[config.mk]
export PLATFORM = sky130hd
export DESIGN_NAME = sat_narrow_pipe
export DESIGN_NICKNAME = d
export VERILOG_FILES = /design/src/rtl/sat_narrow_pkg.sv /design/src/rtl/sat_clamp_lane.sv /design/src/rtl/sat_narrow_pipe.sv
export SDC_FILE = /design/constraint.sdc
export NUM_CORES = 1
export LEC_CHECK = 0
export CORE_MARGIN = 2
export CORE_UTILIZATION = 40
export CTS_BUF_LIST = sky130_fd_sc_hd__clkbuf_4 sky130_fd_sc_hd__clkbuf_8
export CTS_CLUSTER_DIAMETER = 80
export DETAILED_ROUTE_END_ITERATION = 12
export HOLD_SLACK_MARGIN = 0.06
export PLACE_DENSITY = 0.65
export SLEW_MARGIN = 0
export SYNTH_ARGS = -nofsm -noshare
export SYNTH_HDL_FRONTEND = slang
export SYNTH_SLANG_ARGS = --single-unit
[constraint.sdc]
create_clock -name clk -period 1.9 [get_ports clk]
set_input_delay 0.19 -clock clk [delete_from_list [all_inputs] [get_ports clk]]
set_output_delay 0.19 -clock clk [all_outputs]
set_load 0.02 [all_outputs]
[src/rtl/sat_narrow_pkg.sv]
// sat_narrow_pkg: shared types and constants for the saturating narrower.
//   clamp_mode_t : selects signed or unsigned output range
//   SAT_CNT_W    : width of the saturated-beat statistics counter
package sat_narrow_pkg;

  typedef enum logic {
    CLAMP_SIGNED   = 1'b0,
    CLAMP_UNSIGNED = 1'b1
  } clamp_mode_t;

  localparam int SAT_CNT_W = 16;

endpackage

[src/rtl/sat_clamp_lane.sv]
// sat_clamp_lane: combinational clamp of one shifted channel value to OUTW bits.
// Ports:
//   val_i  : INW+1-bit signed shifted value
//   mode_i : CLAMP_SIGNED or CLAMP_UNSIGNED output range
//   val_o  : clamped OUTW-bit result
//   sat_o  : high when val_i was outside the selected range
module sat_clamp_lane
  import sat_narrow_pkg::*;
#(
  parameter int INW  = 16,
  parameter int OUTW = 8
) (
  input  logic signed [INW:0]    val_i,
  input  clamp_mode_t            mode_i,
  output logic        [OUTW-1:0] val_o,
  output logic                   sat_o
);

  localparam logic signed [INW:0] SMAX = (INW+1)'((2 ** (OUTW-1)) - 1);
  localparam logic signed [INW:0] SMIN = (INW+1)'(-(2 ** (OUTW-1)));
  localparam logic signed [INW:0] UMAX = (INW+1)'((2 ** OUTW) - 1);

  always_comb begin
    val_o = val_i[OUTW-1:0];
    sat_o = 1'b0;
    if (mode_i == CLAMP_UNSIGNED) begin
      if (val_i[INW]) begin
        val_o = '0;
        sat_o = 1'b1;
      end else if (val_i > UMAX) begin
        val_o = '1;
        sat_o = 1'b1;
      end
    end else begin
      if (val_i > SMAX) begin
        val_o = {1'b0, {(OUTW-1){1'b1}}};
        sat_o = 1'b1;
      end else if (val_i < SMIN) begin
        val_o = {1'b1, {(OUTW-1){1'b0}}};
        sat_o = 1'b1;
      end
    end
  end

endmodule

[src/rtl/sat_narrow_pipe.sv]
// sat_narrow_pipe: two-stage, multi-channel saturating narrower with
// valid/ready handshake on both sides and saturation statistics.
//   S1 : per-channel arithmetic right shift (optionally rounded)
//   S2 : per-channel clamp to OUTW bits, signed or unsigned range
// Optional feature: define SAT_NARROW_ROUND_EN to add round-half-up before
// the shift; otherwise the shift truncates toward minus infinity.
// Ports:
//   clk, i_nrst           : clock, async active-low reset
//   i_clr                 : synchronous clear of o_satSticky / o_satCount
//   i_valid, o_ready      : input beat handshake
//   i_mode, i_shift       : clamp range and shift amount, sampled with a beat
//   i_data                : CH x INW signed input channels
//   o_valid, i_ready      : output beat handshake
//   o_data, o_satMask     : CH x OUTW clamped channels and per-channel sat flags
//   o_satSticky           : OR of consumed masks since last clear
//   o_satCount            : consumed beats with any saturation, saturating
module sat_narrow_pipe
  import sat_narrow_pkg::*;
#(
  parameter int CH   = 3,
  parameter int INW  = 16,
  parameter int OUTW = 8,
  parameter int SHW  = 4
) (
  input  logic                 clk,
  input  logic                 i_nrst,
  input  logic                 i_clr,
  input  logic                 i_valid,
  output logic                 o_ready,
  input  logic                 i_mode,
  input  logic [SHW-1:0]       i_shift,
  input  logic [CH*INW-1:0]    i_data,
  output logic                 o_valid,
  input  logic                 i_ready,
  output logic [CH*OUTW-1:0]   o_data,
  output logic [CH-1:0]        o_satMask,
  output logic [CH-1:0]        o_satSticky,
  output logic [SAT_CNT_W-1:0] o_satCount
);

  // One extra bit keeps rounding and the sign of the shifted value intact.
  localparam int VW = INW + 1;
`ifdef SAT_NARROW_ROUND_EN
  localparam logic [VW-1:0] ONE = VW'(1);
`endif

  logic s1_adv, s2_adv, in_fire, out_fire;

  logic              s1_valid_q, s1_valid_d;
  clamp_mode_t       s1_mode_q, s1_mode_d;
  logic [CH*VW-1:0]  s1_val_q, s1_val_d;
  logic signed [VW-1:0] ext;

  logic                 s2_valid_q, s2_valid_d;
  logic [CH*OUTW-1:0]   s2_data_q, s2_data_d, lane_data;
  logic [CH-1:0]        s2_mask_q, s2_mask_d, lane_sat;

  logic [CH-1:0]        sticky_q, sticky_d;
  logic [SAT_CNT_W-1:0] count_q, count_d;

  assign s2_adv   = !s2_valid_q || i_ready;
  assign s1_adv   = !s1_valid_q || s2_adv;
  assign o_ready  = s1_adv;
  assign in_fire  = i_valid && s1_adv;
  assign out_fire = s2_valid_q && i_ready;

  // S1: sign-extend, optional rounding bias, arithmetic shift.
  always_comb begin
    s1_valid_d = s1_valid_q;
    s1_mode_d  = s1_mode_q;
    s1_val_d   = s1_val_q;
    ext        = '0;
    if (s1_adv) s1_valid_d = i_valid;
    if (in_fire) begin
      s1_mode_d = clamp_mode_t'(i_mode);
      for (int c = 0; c < CH; c++) begin
        ext = {i_data[c*INW+INW-1], i_data[c*INW +: INW]};
`ifdef SAT_NARROW_ROUND_EN
        if (i_shift != '0) ext = ext + (ONE << (i_shift - 1'b1));
`endif
        s1_val_d[c*VW +: VW] = ext >>> i_shift;
      end
    end
  end

  for (genvar g = 0; g < CH; g++) begin : g_lane
    sat_clamp_lane #(
      .INW  (INW),
      .OUTW (OUTW)
    ) u_lane (
      .val_i  (s1_val_q[g*VW +: VW]),
      .mode_i (s1_mode_q),
      .val_o  (lane_data[g*OUTW +: OUTW]),
      .sat_o  (lane_sat[g])
    );
  end

  // S2: payload only reloads with a real beat so stalled output stays put.
  always_comb begin
    s2_valid_d = s2_valid_q;
    s2_data_d  = s2_data_q;
    s2_mask_d  = s2_mask_q;
    if (s2_adv) begin
      s2_valid_d = s1_valid_q;
      if (s1_valid_q) begin
        s2_data_d = lane_data;
        s2_mask_d = lane_sat;
      end
    end
  end

  always_comb begin
    sticky_d = sticky_q;
    count_d  = count_q;
    if (out_fire) begin
      if (i_clr) begin
        sticky_d = s2_mask_q;
        count_d  = {{(SAT_CNT_W-1){1'b0}}, |s2_mask_q};
      end else begin
        sticky_d = sticky_q | s2_mask_q;
        if (|s2_mask_q && count_q != '1) count_d = count_q + 1'b1;
      end
    end else if (i_clr) begin
      sticky_d = '0;
      count_d  = '0;
    end
  end

  always_ff @(posedge clk or negedge i_nrst) begin
    if (!i_nrst) begin
      s1_valid_q <= 1'b0;
      s1_mode_q  <= CLAMP_SIGNED;
      s1_val_q   <= '0;
      s2_valid_q <= 1'b0;
      s2_data_q  <= '0;
      s2_mask_q  <= '0;
      sticky_q   <= '0;
      count_q    <= '0;
    end else begin
      s1_valid_q <= s1_valid_d;
      s1_mode_q  <= s1_mode_d;
      s1_val_q   <= s1_val_d;
      s2_valid_q <= s2_valid_d;
      s2_data_q  <= s2_data_d;
      s2_mask_q  <= s2_mask_d;
      sticky_q   <= sticky_d;
      count_q    <= count_d;
    end
  end

  assign o_valid     = s2_valid_q;
  assign o_data      = s2_data_q;
  assign o_satMask   = s2_mask_q;
  assign o_satSticky = sticky_q;
  assign o_satCount  = count_q;

endmodule

==> impl_metrics.env, run 1 <==
export IMPL_final_cell_area_um2=8433
export IMPL_netlist_instances=634
export IMPL_min_path_type="in2async"
export IMPL_cts_sinks=97
export IMPL_cpMaxStageDelayCell="or3_4"
export IMPL_period_needed_ns=1.814
export IMPL_num_rows=46
export IMPL_start_util_pct=40.60
export IMPL_first_iter_violations=469
export IMPL_path_buf_inv=0
export IMPL_setup_violations_final=0
export IMPL_r2r_slack_ns=0.09
export IMPL_startpoint_type="flip-flop"
export IMPL_synth_edf_count=0
export IMPL_yosysSeqAreaShare_pct=38.05
export IMPL_yosysWarnings=0
export IMPL_fin_tns_setup_ns=0
export IMPL_synth_commonest_cells="dfrtp_1 (97), nand2_1 (83), mux4_2 (48), nor2_1 (45), o21ai_0 (45)"
export IMPL_cp_end_kind="flip-flop"
export IMPL_crit_fanout=4
export IMPL_wire_per_inst_um=18.40
export IMPL_fin_crit_sh_pct=95.47
export IMPL_critPathLaunch="o_satCount[5]"
export IMPL_yosysMostFrequentCell="dfrtp_1"
export IMPL_gp_congestion=0.8877
export IMPL_arrival_ns=2.07
export IMPL_cts_tree="yes"
export IMPL_tightest_slew_ns=0.6896
export IMPL_postSynthAreaPerCell_um2=10.06
export IMPL_synth_seq_cells=97
export IMPL_worstSkewPairLatency_ns=0.37
export IMPL_register_area_um2=2430
export IMPL_drive_above_1_share_pct=21.67
export IMPL_fp_dieW_um=130.3
export IMPL_num_vias=5940
export IMPL_cts_buffers=9
export IMPL_crit_cells=4
export IMPL_post_place_ws_ns=-0.2264
export IMPL_drtPass1Iterations=5
export IMPL_cts_path_max_buffers=2
export IMPL_ys_flop_type="dfrtp_1"
export IMPL_p_per_area_nw_per_um2=747.6
export IMPL_finalMaxSlewViolations=0
export IMPL_layout_setup_ws_ns=0.08600
export IMPL_antenna_found_initial=0
export IMPL_outcome="complete, no violations"
export IMPL_max_vdd_ir_drop_mv=0.3314
export IMPL_io_pins=106
export IMPL_hold_violations=0
export IMPL_relSlewSlack_pct=53.81
export IMPL_cap_violations=0
export IMPL_rsz0062_at_grt="false"
export IMPL_grt_usage_pct=22.73
export IMPL_nFillCells=1372
export IMPL_synthToLayoutAreaGrowth_pct=32.21
export IMPL_required_ns=2.15
export IMPL_drc=0
export IMPL_hpwl_um=14580
export IMPL_timing_rr_start="o_satCount[5]"
export IMPL_syn_area_um2=6379
export IMPL_yosys_top_cells_area="dfrtp_1 (38%), mux4_2 (17%), mux2i_1 (5.6%), nand2_1 (4.9%), o21ai_0 (3.5%)"
export IMPL_holdWs_ns=0.2782
export IMPL_syn_num_nets=693
export IMPL_viasPerCell=5.910
export IMPL_grt_pass1_wl_um=30100
export IMPL_grt_max_degree=36
export IMPL_multi_input_area_um2=3726
export IMPL_h_tree_depth=3
export IMPL_antenna_left=0
export IMPL_path_class="reg2reg"
export IMPL_p_leak_nw=3.330
export IMPL_path_delay_family="simple AND/OR/NAND/NOR gates"
export IMPL_placed_area_um2=8197
export IMPL_diodes=0
export IMPL_path_clk_slew_ns=0.10
export IMPL_die_area_um2=16970
export IMPL_core_area_um2=15710
export IMPL_ys_types=57
export IMPL_ff2ff_path_depth=4
export IMPL_fmax_mhz=551.3
export IMPL_finalClockSkew_ns=0.008939
export IMPL_synth_top_area_cell="dfrtp_1"
export IMPL_wl_um=18500
export IMPL_crit_chain="nand4_1 -> or3_4 -> nor4b_2 -> mux2_1"
export IMPL_ys_async_sr_fraction_pct=100.0
export IMPL_nets=844
export IMPL_cts_root_buf="clkbuf_8"
export IMPL_first_global_vias=5658
export IMPL_yosysTopAreaCellShare_pct=38.05
export IMPL_die_h_um=130.3
export IMPL_io_buffers=105
export IMPL_grt_overflow=0
export IMPL_critPathMaxStageDelay_ns=0.45
export IMPL_power_total_mw=6.304
-- repair_timing --
item,CTS,global route
buffers inserted,0,0
endpoints found under the hold margin,24,0
endpoints found under the setup margin,1,14
hold buffers,1,0
gates resized for setup,1,4
pin swaps,0,1
-- placed cells by master, fill, tap and decap left out, drive strengths merged, types with 14 or more instances in the layout --
cell	synthesis	final
nor2	46	46
mux4	48	48
o221ai	14	14
buf	18	86
clkdlybuf4s50	0	101
mux2i	36	36
o21ai	51	51
dfrtp	97	97
a21oi	35	35
nand4	15	15
nand2	83	83
-- stage by stage --
| step | util [%] | instances |
|---|---|---|
| 6_report | 53.67 | 1005 |
| 3_5_place_dp | 52.17 | 989 |
| 3_3_place_gp | 52.17 | 989 |
| 2_1_floorplan | - | 634 |
| 5_1_grt | 53.67 | 1005 |
| 4_1_cts | 53.60 | 1005 |
-- final timing paths --
path                                  end
hold / removal                  o_data[5]
setup reg to reg           o_satCount[12]
hold reg to reg                 o_data[5]
setup / recovery           o_satCount[12]
min in group clk                s1_mode_q
max in group asynchronous      o_data[13]
-- worst register-to-register path: stages (launching register included) --
cell	delay, ns
dfrtp_1	0.41
nand4_1	0.19
or3_4	0.45
nor4b_2	0.30
mux2_1	0.35
-- where the power goes --
| part | total, mW | switching, mW | internal [mW] |
|---|---|---|---|
| clock | 1.49 | 0.715 | 0.771 |
| combinational | 2.14 | 1.09 | 1.05 |
| sequential | 2.68 | 0.275 | 2.41 |
| total | 6.30 | 2.08 | 4.22 |
-- layout make-up --
class / instances / share of cell area (%)
Clock buffer: 10 / 1.632
Clock inverter: 5 / 0.9347
Inverter: 12 / 0.5341
Multi-Input combinational cell: 476 / 44.18
Sequential cell: 97 / 28.81
Tap cell: 216 / 3.205
Timing Repair Buffer: 189 / 20.70
-- cell families (layout without fill, tap and decap cells) --
kind of cell,count (synthesis),count (layout),share of synthesized area (%)
adders and majority gates,1,1,0.1961
buffers and inverters,61,216,4.001
muxes,92,92,24.01
and+or+nand+nor,207,207,15.69
AOI/OAI and AO/OA,176,176,18.05
DFF,97,97,38.05
-- flip-flops by register name (all words and copies together), names as in the netlist --
register and count:
o_valid 1, o_satMask 3, s1_valid_q 1, s1_mode_q 1, s1_val_q 48, o_satSticky 3
o_data 24, o_satCount 16
-- metal layers --
layer  up-vias  GRT usage [%]  wire (um)
met1      2897          32.36       8227
met2       268          37.39       8875
met5         -              0          0
met3        16          2.993       1180
met4         0          4.997        212
li1       2759              -          -
No activity file was read; power rests on OpenSTA's default activity.
==> inputs of run 2 (changes only) <==
--- a/config.mk
+++ b/config.mk
@@ -10,8 +10,8 @@
 export CTS_BUF_LIST = sky130_fd_sc_hd__clkbuf_4 sky130_fd_sc_hd__clkbuf_8
 export CTS_CLUSTER_DIAMETER = 80
 export DETAILED_ROUTE_END_ITERATION = 12
+export DONT_BUFFER_PORTS = 1
 export HOLD_SLACK_MARGIN = 0.06
-export PLACE_DENSITY = 0.65
 export SLEW_MARGIN = 0
 export SYNTH_ARGS = -nofsm -noshare
 export SYNTH_HDL_FRONTEND = slang
==> run 2 against run 1 <==
  * Cell count fell by 14%
  * Routed wire length fell by 3.3%
  * Critical path depth did not move
  * Clock-buffer cell count rose by 2
  * Critical path type unchanged
  * The flow now finishes with violations (negative hold slack)
  * Die area did not move
  * Total power fell by 11%
  * Clock skew rose by 0.0012 ns
  * Sequential power rose by 7.5%
==> impl_metrics.env, run 2 (same netlist as run 1, synthesis figures left out) <==
export IMPL_holdWs_ns=-0.4903
export IMPL_grt_pass1_wl_um=28450
export IMPL_drtPass1Iterations=4
export IMPL_p_leak_nw=2.742
export IMPL_mostFrequentLayoutCells="dfrtp_1 (95), nand2_1 (83), mux4_2 (48)"
export IMPL_finalMaxSlewViolations=0
export IMPL_antenna_left=0
export IMPL_first_iter_violations=513
export IMPL_arrival_ns=2.06
export IMPL_p_per_area_nw_per_um2=786.2
export IMPL_cap_violations=0
export IMPL_num_rows=46
export IMPL_multi_input_area_um2=3736
export IMPL_hpwl_um=12650
export IMPL_grt_usage_pct=21.46
export IMPL_core_area_um2=15710
export IMPL_cts_sinks=97
export IMPL_required_ns=2.14
export IMPL_worstSkewPairLatency_ns=0.36
export IMPL_path_class="reg2reg"
export IMPL_fin_tns_setup_ns=0
export IMPL_layout_commonest_cell="dfrtp_1"
export IMPL_largest_register="s1_val_q"
export IMPL_h_tree_depth=3
export IMPL_synthToLayoutAreaGrowth_pct=11.91
export IMPL_max_vdd_ir_drop_mv=0.3101
export IMPL_relSlewSlack_pct=51.36
export IMPL_cts_buffers=9
export IMPL_cp_end_kind="flip-flop"
export IMPL_fp_dieW_um=130.3
export IMPL_period_needed_ns=1.814
export IMPL_outcome="finished with violations"
export IMPL_start_util_pct=40.60
export IMPL_placed_area_um2=6748
export IMPL_io_buffers=0
export IMPL_crit_fanout=7
export IMPL_wl_um=17890
export IMPL_min_path_type="in2async"
export IMPL_drc=0
export IMPL_wire_per_inst_um=20.63
export IMPL_first_global_vias=5170
export IMPL_setup_violations_final=0
export IMPL_rsz0062_at_grt="false"
export IMPL_antenna_found_initial=0
export IMPL_nets=706
export IMPL_die_area_um2=16970
export IMPL_cts_root_buf="clkbuf_8"
export IMPL_die_h_um=130.3
export IMPL_io_pins=106
export IMPL_diodes=0
export IMPL_viasPerCell=6.263
export IMPL_nFillCells=1498
export IMPL_grt_overflow=0
export IMPL_final_cell_area_um2=7138
export IMPL_startpoint_type="flip-flop"
export IMPL_cts_tree="yes"
export IMPL_grt_max_degree=98
export IMPL_violations="negative hold slack"
export IMPL_fmax_mhz=551.4
export IMPL_postCtsHoldBufs=14
export IMPL_cts_path_max_buffers=2
export IMPL_drive_above_1_share_pct=18.74
export IMPL_largest_reg_flops=48
export IMPL_hold_violations=97
export IMPL_path_clk_slew_ns=0.09
export IMPL_num_vias=5430
export IMPL_gp_congestion=0.9249
export IMPL_fin_crit_sh_pct=95.45
export IMPL_finalClockSkew_ns=0.01018
export IMPL_tightest_slew_ns=0.7263
export IMPL_register_area_um2=2430
==> run 2: cell types whose count changed in the layout (fill, tap and decap cells not counted), sizes merged <==
cell           change
clkdlybuf4s50    -101
buf               -49
dlygate4sd3       +13
clkbuf             +2
clkinv             -2
clkinvlp           +1
dlygate4sd2        -1
inv                -1
==> run 2: cell type report <==
class	count	share of cell area [%]
multi-input combinational	476	52.34
sequential	97	34.04
timing repair buffer	51	6.205
tap	216	3.786
clock buffer	12	2.051
clock inverter	3	0.9465
inverter	12	0.6310
==> run 2: per-stage QoR <==
| stage | util (%) | setup slack (ns) | hold WS [ns] | total power [mW] | cells |
|---|---|---|---|---|---|
| 6_report | 45.43 | 0.08638 | -0.4903 | 5.612 | 867 |
| 5_1_grt | 45.43 | 0.001956 | -0.5161 | 5.909 | 867 |
| 4_1_cts | 45.20 | 0.002472 | -0.5116 | 5.644 | 865 |
| 3_5_place_dp | 42.94 | 0.02546 | -0.1032 | 4.135 | 836 |
| 3_3_place_gp | 42.94 | 0.07066 | -0.1027 | 4.098 | 836 |
| 2_1_floorplan | - | 0.003160 | -0.1056 | 3.810 | 634 |
==> run 2: critical path, stage by stage, from the launching register on <==
cell	delay, ns
dfrtp_1	0.36
nand4_1	0.19
or3_4	0.49
nor4_2	0.29
mux2_1	0.35
==> run 2: timing repair <==
action	in CTS	in global routing
buffers inserted	0	2
endpoints found under the hold margin	129	97
endpoints found under the setup margin	0	5
gates resized for setup	0	4
==> run 2: worst paths after layout <==
path | cells past startpoint | to | startpoint | slack (ns)
max in group asynchronous | 0 | o_data[12] | i_nrst | 2.24
worst max-delay path | 4 | o_satCount[14] | o_satCount[4] | 0.09
worst max register to register | 4 | o_satCount[14] | o_satCount[4] | 0.09
min in group clk | 3 | s1_val_q[25] | i_valid | 0.07
worst min register to register | 2 | s1_val_q[27] | s1_val_q[27] | 0.51
worst min-delay path | 0 | o_satCount[5] | i_nrst | -0.49
==> run 2: power breakdown <==
group          total (mW)  internal [mW]  switching, mW
Combinational        1.25          0.608          0.646
Clock                1.47          0.780          0.693
Sequential           2.88           2.40          0.480
Total                5.61           3.79           1.82
==> run 2: routing by layer <==
layer / GRT usage [%] / up-vias / share of wire, %
met5: 0 / - / 0
met1: 31.21 / 2683 / 45
met3: 5.576 / 15 / 8.8
li1: - / 2482 / -
met4: 6.135 / 0 / 1.4
met2: 31.75 / 250 / 44
==> inputs of run 3 (changes only) <==
--- a/config.mk
+++ b/config.mk
@@ -8,10 +8,9 @@
 export CORE_MARGIN = 2
 export CORE_UTILIZATION = 40
 export CTS_BUF_LIST = sky130_fd_sc_hd__clkbuf_4 sky130_fd_sc_hd__clkbuf_8
-export CTS_CLUSTER_DIAMETER = 80
 export DETAILED_ROUTE_END_ITERATION = 12
 export DONT_BUFFER_PORTS = 1
-export HOLD_SLACK_MARGIN = 0.06
+export HOLD_SLACK_MARGIN = 0.03
 export SLEW_MARGIN = 0
 export SYNTH_ARGS = -nofsm -noshare
 export SYNTH_HDL_FRONTEND = slang
==> constraint.sdc (replaced) <==
create_clock -name clk -period 1.7 [get_ports clk]
set_input_delay 0.17 -clock clk [delete_from_list [all_inputs] [get_ports clk]]
set_output_delay 0.17 -clock clk [all_outputs]
set_load 0.02 [all_outputs]
==> run 3 against run 2 <==
  * The flow finishes with violations (negative hold slack, negative setup slack)
  * Critical path depth rose by 2
  * Routed wire length rose by 4.9%
  * Register-to-register slack got worse by 0.18 ns
  * Design area rose by 6.7%
  * Flip-flop and latch count did not move
  * Non-clock buffer count rose by 34
  * Utilization rose by 3.0 points
  * Sequential power rose by 12%
==> impl_metrics.env, run 3 (same netlist as run 1, synthesis figures left out) <==
export IMPL_outcome="finished with violations"
export IMPL_violations="negative hold slack, negative setup slack"
export IMPL_cap_violations=0
export IMPL_grt_overflow=0
export IMPL_first_global_vias=5729
export IMPL_largest_reg_flops=48
export IMPL_required_ns=2.01
export IMPL_min_path_type="in2async"
export IMPL_r2r_slack_ns=-0.09
export IMPL_fp_dieW_um=130.3
export IMPL_p_per_area_nw_per_um2=828.6
export IMPL_timing_rr_start="o_satCount[4]"
export IMPL_largest_register="s1_val_q"
export IMPL_power_switching_mw=2.181
export IMPL_finalClockSkew_ns=0.01439
export IMPL_antenna_left=0
export IMPL_wire_per_inst_um=20.81
export IMPL_path_class="reg2reg"
export IMPL_synthToLayoutAreaGrowth_pct=19.40
export IMPL_viasPerCell=6.255
export IMPL_final_util_pct=48.47
export IMPL_cts_buffers=9
export IMPL_finalMaxSlewViolations=0
export IMPL_power_share_switching_pct=34.55
export IMPL_io_pins=106
export IMPL_drc=0
export IMPL_core_area_um2=15710
export IMPL_drtPass1Iterations=5
export IMPL_combPwrFrac_pct=23.7
export IMPL_cts_path_max_buffers=2
export IMPL_io_buffers=0
export IMPL_fmax_mhz=558.8
export IMPL_pwr_share_seq_pct=51.2
export IMPL_h_tree_depth=3
export IMPL_fin_crit_sh_pct=105.3
export IMPL_rsz0062_at_grt="true"
export IMPL_die_h_um=130.3
export IMPL_r2r_end="o_satCount[9]"
export IMPL_first_iter_violations=425
export IMPL_cp_end_kind="flip-flop"
export IMPL_tightest_slew_ns=0.6101
export IMPL_holdWs_ns=-0.5315
export IMPL_start_util_pct=40.60
export IMPL_cts_root_buf="clkbuf_8"
export IMPL_die_area_um2=16970
export IMPL_postCtsHoldBufs=20
export IMPL_hpwl_um=13060
export IMPL_wl_um=18770
export IMPL_num_vias=5642
export IMPL_mostFrequentLayoutCells="nand2_1 (83), dfrtp_1 (83), buf_4 (60)"
export IMPL_grt_pass1_wl_um=30130
export IMPL_grt_usage_pct=22.82
export IMPL_setup_violations_final=10
export IMPL_grt_max_degree=98
export IMPL_period_needed_ns=1.790
export IMPL_crit_fanout=7
export IMPL_max_vdd_ir_drop_mv=0.3679
export IMPL_p_leak_nw=2.942
export IMPL_p_int_mw=4.130
export IMPL_drive_above_1_share_pct=28.43
export IMPL_hold_violations=106
export IMPL_diodes=0
export IMPL_nFillCells=1445
export IMPL_layout_setup_ws_ns=-0.08967
export IMPL_path_clk_slew_ns=0.10
export IMPL_ff2ff_path_depth=6
export IMPL_pwr_share_clk_pct=25.1
export IMPL_num_rows=46
export IMPL_startpoint_type="flip-flop"
export IMPL_gp_congestion=0.8912
export IMPL_relSlewSlack_pct=59.19
export IMPL_cts_tree="yes"
export IMPL_antenna_found_initial=0
export IMPL_worstSkewPairLatency_ns=0.39
export IMPL_nets=740
export IMPL_arrival_ns=2.10
export IMPL_cts_sinks=97
[run 3: power by group through the flow]
| stage | sequential [mW] | clock [mW] | combinational [mW] |
|---|---|---|---|
| after floorplan | 3.19 | 0 | 1.08 |
| after global placement | 3.26 | 0 | 1.38 |
| after detailed placement | 3.28 | 0 | 1.40 |
| after CTS | 3.23 | 1.63 | 1.47 |
| after global routing | 3.29 | 1.73 | 1.65 |
| final | 3.23 | 1.58 | 1.50 |
[run 3: repair_timing]
item                                    4_1_cts  5_1_grt
gates resized for setup                      18       21
buffers inserted                              4        4
pin swaps                                    11       12
cloned                                        1        0
hold endpoints to repair                    143      106
endpoints found under the setup margin       18       30
[run 3: critical path, cell delays in order, from the launching register on]
cell	delay [ns]
dfrtp_2	0.37
nand4_1	0.17
buf_4	0.19
or3_4	0.39
buf_4	0.16
or3_1	0.31
a21oi_1	0.13
[run 3: stage by stage]
| stage | instance area (um2) | std cells | setup TNS [ns] | setup slack [ns] | power, mW |
|---|---|---|---|---|---|
| global route | 7616 | 902 | -1.221 | -0.1511 | 6.669 |
| global placement | 6964 | 857 | -0.5371 | -0.09946 | 4.637 |
| detailed placement | 6964 | 857 | -1.302 | -0.1746 | 4.683 |
| finish | 7616 | 902 | -0.5022 | -0.08967 | 6.311 |
| CTS | 7483 | 898 | -0.4628 | -0.1045 | 6.334 |
| floorplan | 6460 | 634 | -0.4281 | -0.1481 | 4.267 |
[run 3: final cells by class]
class                   count  area [um2]  area share (%)
inverters                  12       45.04          0.5914
well taps                 216       270.3           3.549
clock buffers               9       123.9           1.626
clock inverters             7       78.83           1.035
multi-input cells         476        3920           51.47
repair buffers             85       733.2           9.627
flip-flops and latches     97        2445           32.10
[run 3: worst max path at each step]
stage                     cells past startpoint        endpoint  slack, ns     startpoint
after floorplan                               6  o_satCount[14]      -0.15  o_satCount[1]
after global placement                        6   o_satCount[9]       -0.1  o_satCount[3]
after detailed placement                      5   o_satCount[8]      -0.17  o_satCount[4]
after CTS                                     6   o_satCount[9]      -0.10  o_satCount[2]
after global routing                          5   o_satCount[7]      -0.15  o_satCount[4]
final                                         6   o_satCount[9]      -0.09  o_satCount[4]
[run 3: layer usage]
layer	vias up	global-route usage [%]	wire [um]
li1	2546	-	-
met5	-	0	0
met4	0	7.843	354
met1	2781	31.19	7993
met2	291	35.45	8623
met3	24	6.027	1797
